### config.mk
export PLATFORM = sky130hd
export DESIGN_NAME = button_entry_unit
export DESIGN_NICKNAME = d
export VERILOG_FILES = /design/src/rtl/button_entry_unit.sv
export SDC_FILE = /design/constraint.sdc
export NUM_CORES = 1
export LEC_CHECK = 0
export ABC_CLOCK_PERIOD_IN_PS = 2900
export CAP_MARGIN = 20
export CORE_MARGIN = 5
export CORE_UTILIZATION = 45
export DETAILED_ROUTE_END_ITERATION = 16
export PLACE_DENSITY_LB_ADDON = 0.1
export SLEW_MARGIN = 10
export SYNTH_ARGS = -nofsm -noshare
export SYNTH_HDL_FRONTEND = slang
export SYNTH_SLANG_ARGS = --single-unit
### constraint.sdc
create_clock -name CLK -period 2.9 [get_ports CLK]
set_input_delay 0.87 -clock CLK [delete_from_list [all_inputs] [get_ports CLK]]
set_output_delay 0.87 -clock CLK [all_outputs]
set_load 0.03 [all_outputs]
### src/rtl/button_entry_unit.sv
// Button entry front end: synchronizes and debounces three active-low buttons,
// shifts in one bit per bit-button press and commits each value to the operand
// memory on a "next" press. Asserts done after DEPTH commits.
//
// state     | meaning
// ----------+---------------------------------------------------------------
// ST_ENTRY  | collecting bits into shift_val, waiting for next
// ST_COMMIT | one-cycle memory write of the assembled value
// ST_DONE   | all entries written, presses ignored until reset
module button_entry_unit #(
   parameter int DATA_W  = 8,
   parameter int DEPTH   = 16,
   parameter int ADDR_W  = 4,
   parameter int DEB_CYC = 8
) (
   input  logic              CLK,
   input  logic              RSTn,
   input  logic [2:0]        btn_n,
   input  logic              en,
   output logic              wr_en,
   output logic [ADDR_W-1:0] wr_addr,
   output logic [DATA_W-1:0] wr_data,
   output logic [DATA_W-1:0] shift_val,
   output logic [3:0]        bit_cnt,
   output logic              vec_sel,
   output logic              done
);

   localparam int CNT_W = $clog2(DEB_CYC + 1);
   localparam logic [CNT_W-1:0] CNT_LAST = CNT_W'(DEB_CYC - 1);
   localparam int ENT_W = ADDR_W + 1;
   localparam logic [3:0] BITS_MAX = 4'(DATA_W);

   typedef enum logic [1:0] {ST_ENTRY, ST_COMMIT, ST_DONE} state_t;

   logic [2:0]       sync1_q, sync2_q, deb_q, deb_d, deb_dly_q, press_q, press_d;
   logic [CNT_W-1:0] deb_cnt_q [3];
   logic [CNT_W-1:0] deb_cnt_d [3];

   state_t            state_q, state_d;
   logic [DATA_W-1:0] shift_q, shift_d, wr_data_q, wr_data_d;
   logic [3:0]        bits_q, bits_d;
   logic [ENT_W-1:0]  ent_q, ent_d;
   logic [ADDR_W-1:0] wr_addr_q, wr_addr_d;
   logic              wr_en_q, wr_en_d, vec_sel_q, vec_sel_d, done_q, done_d;

   // Debounce: a level change is accepted only after DEB_CYC consecutive
   // differing synced samples; a press is the debounced falling edge.
   always_comb begin
      deb_d     = deb_q;
      deb_cnt_d = deb_cnt_q;
      for (int i = 0; i < 3; i++) begin
         if (sync2_q[i] != deb_q[i]) begin
            if (deb_cnt_q[i] == CNT_LAST) begin
               deb_d[i]     = sync2_q[i];
               deb_cnt_d[i] = '0;
            end else begin
               deb_cnt_d[i] = deb_cnt_q[i] + 1'b1;
            end
         end else begin
            deb_cnt_d[i] = '0;
         end
      end
      press_d = deb_dly_q & ~deb_q;
   end

   // Synchronizer, debounce and press-pulse registers.
   always_ff @(posedge CLK) begin
      if (!RSTn) begin
         sync1_q   <= '1;
         sync2_q   <= '1;
         deb_q     <= '1;
         deb_dly_q <= '1;
         press_q   <= '0;
         for (int i = 0; i < 3; i++) deb_cnt_q[i] <= '0;
      end else begin
         sync1_q   <= btn_n;
         sync2_q   <= sync1_q;
         deb_q     <= deb_d;
         deb_dly_q <= deb_q;
         press_q   <= press_d;
         deb_cnt_q <= deb_cnt_d;
      end
   end

   // Entry FSM next state; simultaneous presses fall into the default arm
   // and are dropped, as are presses while en is low or outside ST_ENTRY.
   always_comb begin
      state_d   = state_q;
      shift_d   = shift_q;
      bits_d    = bits_q;
      ent_d     = ent_q;
      wr_en_d   = 1'b0;
      wr_addr_d = wr_addr_q;
      wr_data_d = wr_data_q;
      vec_sel_d = vec_sel_q;
      done_d    = done_q;
      case (state_q)
         ST_ENTRY: begin
            if (en) begin
               case (press_q)
                  3'b001, 3'b010: begin
                     shift_d = {shift_q[DATA_W-2:0], press_q[1]};
                     bits_d  = (bits_q == BITS_MAX) ? BITS_MAX : bits_q + 4'd1;
                  end
                  3'b100: begin
                     if (bits_q != 4'd0) begin
                        state_d   = ST_COMMIT;
                        wr_en_d   = 1'b1;
                        wr_addr_d = ent_q[ADDR_W-1:0];
                        wr_data_d = shift_q;
                     end
                  end
                  default: ;
               endcase
            end
         end
         ST_COMMIT: begin
            shift_d   = '0;
            bits_d    = 4'd0;
            ent_d     = ent_q + 1'b1;
            vec_sel_d = (ent_d >= ENT_W'(DEPTH / 2));
            if (ent_d == ENT_W'(DEPTH)) begin
               state_d = ST_DONE;
               done_d  = 1'b1;
            end else begin
               state_d = ST_ENTRY;
            end
         end
         default: ;
      endcase
   end

   // Entry FSM state and registered outputs.
   always_ff @(posedge CLK) begin
      if (!RSTn) begin
         state_q   <= ST_ENTRY;
         shift_q   <= '0;
         bits_q    <= 4'd0;
         ent_q     <= '0;
         wr_en_q   <= 1'b0;
         wr_addr_q <= '0;
         wr_data_q <= '0;
         vec_sel_q <= 1'b0;
         done_q    <= 1'b0;
      end else begin
         state_q   <= state_d;
         shift_q   <= shift_d;
         bits_q    <= bits_d;
         ent_q     <= ent_d;
         wr_en_q   <= wr_en_d;
         wr_addr_q <= wr_addr_d;
         wr_data_q <= wr_data_d;
         vec_sel_q <= vec_sel_d;
         done_q    <= done_d;
      end
   end

   assign wr_en     = wr_en_q;
   assign wr_addr   = wr_addr_q;
   assign wr_data   = wr_data_q;
   assign shift_val = shift_q;
   assign bit_cnt   = bits_q;
   assign vec_sel   = vec_sel_q;
   assign done      = done_q;

endmodule

## Word-level counts from Yosys, hierarchy flattened

Index checks and enable logic that the tools add are counted.
W data, S select, Z words.

| operators by class | value |
|---|---|
| $add $sub $neg | 5 |
| order comparisons | 1 |
| equality and inequality tests | 16 |
| mux-type cells | 13 |
| bitwise operators | 6 |
| reductions and logical operators | 15 |

Operators with widths:

| operator | count |
|---|---|
| $add A4 B1 Y4 const B | 4 |
| $mux W8 | 2 |
| $pmux W8 S2 | 1 |
| $eq A4 B3 Y1 const B | 3 |
| $mux W4 | 3 |
| $reduce_and A4 Y1 | 3 |
| $reduce_or A3 Y1 | 3 |
| $mux W2 | 4 |
| $pmux W4 S2 | 1 |
| $reduce_and A2 Y1 | 4 |
| $ne A2 B2 Y1 const B | 3 |
| $add A5 B1 Y5 const B | 1 |
| $eq A5 B5 Y1 const B | 1 |
| $ge A5 B4 Y1 const B | 1 |
| $eq A4 B4 Y1 const B | 1 |
| $not A1 Y1 | 4 |
| $pmux W2 S2 | 1 |
| $reduce_bool A4 Y1 | 1 |
| $and A3 B3 Y3 | 1 |
| $eq A3 B1 Y1 const B | 1 |
| $eq A3 B2 Y1 const B | 1 |
| $eq A3 B3 Y1 const B | 1 |
| $ne A1 B1 Y1 | 3 |
| $not A3 Y3 | 1 |
| 7 further kinds | 7 |

| storage, ports and cells | value |
|---|---|
| bits in registers | 61 |
| word-level logic and storage cells | 75 |

## Logic depth before layout (Yosys ltp)

| depth | value |
|---|---|
| word-level depth | 5 |
| mapped depth | 8 |

## Least setup slack after synthesis

No wires, ideal clock.

| timing path | value |
|---|---|
| path type | input port to flip-flop |
| start point | input en |
| end point | register wr_data_q[1] (netlist: wr_data[1]) |
| setup time | 0.128 ns |
| arrival | 2.160 ns |
| required time | 2.772 ns |
| slack | 0.612 ns |
| stages | 6 |
| buffers on the path | 2 |
| cells stage by stage | or2b_2 or4_1 buf_6 buf_12 mux2i_1 nor2_1 |

| on the way | value |
|---|---|
| longest elaborated chain between the ends | 1 |

RTL lines:

| element | line | source |
|---|---|---|
| from (decl) | 19 | `input logic en,` |
| $reduce_and A4 Y1 (no line) | -- |  |
| to (signal assigned) | 153 | `wr_data_q <= wr_data_d;` |
| to (decl) | 41 | `logic [DATA_W-1:0] shift_q, shift_d, wr_data_q, wr_data_d;` |

Every way passes these cells.
A chain may end at the register's enable or synchronous reset.

## Worst setup path in the final report

| timing path | value |
|---|---|
| start point | input en |
| end point | register bits_q[0] (netlist: bit_cnt[0]) |

| on the way | value |
|---|---|
| longest elaborated chain between the ends | 2 |

RTL lines:

| element | line | source |
|---|---|---|
| $ne A2 B2 Y1 (no line) | -- |  |
| $reduce_and A3 Y1 (no line) | -- |  |
| to (signal assigned) | 149 | `bits_q <= bits_d;` |
| to (decl) | 42 | `logic [3:0] bits_q, bits_d;` |

Every way passes these cells.

==> flow_summary_export.csv <==
group,metric,value,unit
power,p_per_area,535.8,nW/um^2
logic_synthesis,synth_top_area_cell,"dfxtp_1",
cts,numCtsBuffers,9,
worst_setup_path,timing.rr.start,"bit_cnt[0]",
worst_setup_path,path_class,"input port to flop",
placement,port_buffers,32,
cts,cts_resized,0,
worst_setup_path,critical_path_arrival,2.72,ns
timing,relSlewSlack,40.84,%
worst_setup_path,start_kind,"input port",
power,total_leakage_power,1.211,nW
timing,hold_viol,0,
placement,finalWeightedCongestion,0.7561,
worst_setup_path,path_delay_family,"simple AND/OR/NAND/NOR gates",
floorplan,initial_core_util,45.96,%
floorplan,fp.coreArea,5042,um^2
grt,grt_max_degree,30,
grt,grt_pass1_wl,6.948,mm
logic_synthesis,yosys.area_share.adder,3.780,%
floorplan,die_area,6685,um^2
timing,fin_skew,0.004261,ns
cts,cts-root-to-sink-buffers,2,
logic_synthesis,synthSimpleGateAreaFrac,20.09,%
status,status,"complete, no violations",
final_layout,fin_nets,284,
placement,place_ws,0.09461,ns
logic_synthesis,syn_inst,235,
worst_setup_path,end_kind,"flop",
hold_path,min_path_type,"flop to flop",
cts,cts-root-buf,"clkbuf_8",
drt,drt.antenna.violating_nets,0,
logic_synthesis,synthArstFlopShare,0,%
worst_setup_path,max_stage_delay,0.55,ns
drt,drt_pass1_iterations,4,
logic_synthesis,synthXorXnorAreaFrac,6.425,%
logic_synthesis,syn_nets,248,
worst_setup_path,crit_fanout,11,
logic_synthesis,synthFlopType,"dfxtp_1",
final_layout,final.fill_count,471,
logic_synthesis,seq_area_frac_synth,52.70,%
grt,grt_overflow,0,
floorplan,die_h,81.76,um
drt,via_per_inst,4.691,
drt,drt-initial-drc-count,63,
cts,clock-sinks,61,
logic_synthesis,yosys_warnings,0,
logic_synthesis,synth_top_family_by_area,"simple AND/OR/NAND/NOR gates",
hold_path,min_to,"sync2_q[1]",
logic_synthesis,synth_cell_type_count,32,
timing,finalSetupViolations,0,
drt,wl_per_cell,11.31,um
logic_synthesis,yosys-top-cells-area,"dfxtp_1, mux2i_1, nor2_1, xor2_1, ha_1",
cts,hold_buffers,0,
floorplan,num_io_pins,33,
drt,via_count,1623,
cts,cts_tree,"done",
grt,antenna_found_initial,0,
worst_setup_path,crit_slowest_cell,"or3_2",
cts,cts_setup_buffers,0,
logic_synthesis,synth_mux_area_share,6.911,%
timing,drv_slew,0,
final_layout,diodes,0,
final_layout,area_growth_syn_to_layout,23.60,%
cts,clkLatencyLatePin,0.32,ns
worst_setup_path,r2r.worst_path.cells,7,
logic_synthesis,yosysTopAreaCellShare,52.70,%
worst_setup_path,r2r_end,"wr_addr[3]",
grt,grt_pass1_vias,1563,
timing,worst-slew-pin-transition,0.8864,ns
timing,layout_setup_ws,0.4359,ns
placement,dp_hpwl,2.579,mm
logic_synthesis,yosysMostFrequentCell,"dfxtp_1",
drt,wl,3.914,mm
floorplan,die_x,81.76,um
worst_setup_path,critical_path_required,3.16,ns
timing,fin_crit,2.464,ns
timing,rsz0062_at_grt,"no",
logic_synthesis,ys_ff_latch,61,
timing,whs,0.4049,ns
worst_setup_path,crit_buf_inv,1,
grt,grt_usage,13.66,%
drt,drc_errors,0,
logic_synthesis,synth_edf_count,0,
worst_setup_path,r2r_slack,1.07,ns
hold_path,min_path_cells,1,
timing,fmax,405.8,MHz
power,peakVddDrop,0.3452,mV
worst_setup_path,crit_chain,"clkdlybuf4s50_1, or2b_2, or3_2, or3_1, a21oi_1",
logic_synthesis,avgSynthCellArea,9.861,um^2
timing,period_share,84.97,%
floorplan,row_count,26,
cts,clk_pin_slew,0.06,ns
logic_synthesis,syn-cell-area,2317,um^2
flow_run,cap_violations,0,
logic_synthesis,synthTopCellsByCount,"dfxtp_1, nor2_1, mux2i_1, nand2_1, xor2_1",
cts,ctsHtreeMaxLevel,3,
timing,final.setup.tns,0,ns
final_layout,drive_above_1_share,7.609,%
final_layout,final_core_util,56.80,%
hold_path,min-delay-start,"sync1_q[1]",
logic_synthesis,synth-compound-area-share,5.994,%
## state kept, by name, summed over array words and instances (netlist names), 3 cells and up
register,flops
ent_q,5
press_q,3
shift_val,8
sync1_q,3
wr_data,8
sync2_q,3
wr_addr,4
deb_dly_q,3
deb_cnt_q,12
deb_q,3
bit_cnt,4
## through the flow
| stage | area, um^2 | cells | power, W |
|---|---|---|---|
| after floorplan | 2317 | 235 | 0.0008799 |
| after global placement | 2686 | 330 | 0.0008914 |
| after detailed placement | 2686 | 330 | 0.0008919 |
| after CTS | 2864 | 346 | 0.001561 |
| after global routing | 2864 | 346 | 0.001613 |
| final | 2864 | 346 | 0.001535 |
## kinds of logic (layout without fill, tap and decap cells)
family	count (synthesis)	count (layout)
AOI/OAI and AO/OA	20	20
adders and majority gates	7	7
and+or+nand+nor	95	95
xor gates and xnor gates	17	17
DFF	61	61
buffers and inverters	19	60
muxes	16	16
## worst max-delay path by stage
stage	startpoint	end	cells after the start
2_1_floorplan	en	wr_data[1]	6
3_3_place_gp	en	wr_data[2]	6
3_5_place_dp	en	wr_data[3]	6
4_1_cts	en	bit_cnt[0]	5
5_1_grt	en	wr_addr[3]	6
6_report	en	bit_cnt[0]	5
## per-layer routing
layer / track usage, % / wire [um] / up-vias
li1: - / - / 862
met1: 17.78 / 1997 / 725
met2: 20.27 / 1681 / 29
met3: 4.934 / 181 / 7
met4: 5.980 / 53 / 0
met5: 0 / 0 / -
## layout by cell type (no fill, tap or decap), drive strengths merged, types with 2 or more instances in the layout
master	instances
xnor2	5
clkinv	3
inv	9
nand2	15
dfxtp	61
o21ai	3
nand4	2
or3	3
a32oi	9
a21oi	6
ha	7
xor2	12
nor4	2
nand3b	3
nor2	40
nand3	9
and3	4
buf	3
clkdlybuf4s50	32
nand2b	10
mux2i	16
clkbuf	12
## layout make-up
cell class              count  area [um^2]  share of cell area, %
clock buffers              12        155.1                  5.417
clock inverters             4        22.52                 0.7864
inverters                   9        33.78                  1.180
multi-input cells         155         1001                  34.95
flip-flops and latches     61         1221                  42.64
well taps                  70        87.58                  3.058
repair buffers             35        342.8                  11.97
## report_power, final
part | switching, W | internal [W] | total [W]
logic | 0.0000158 | 0.0000114 | 0.0000272
clock network | 0.000310 | 0.000352 | 0.000662
registers | 0.00000221 | 0.000843 | 0.000845
No activity file was read; power rests on OpenSTA's default activity.
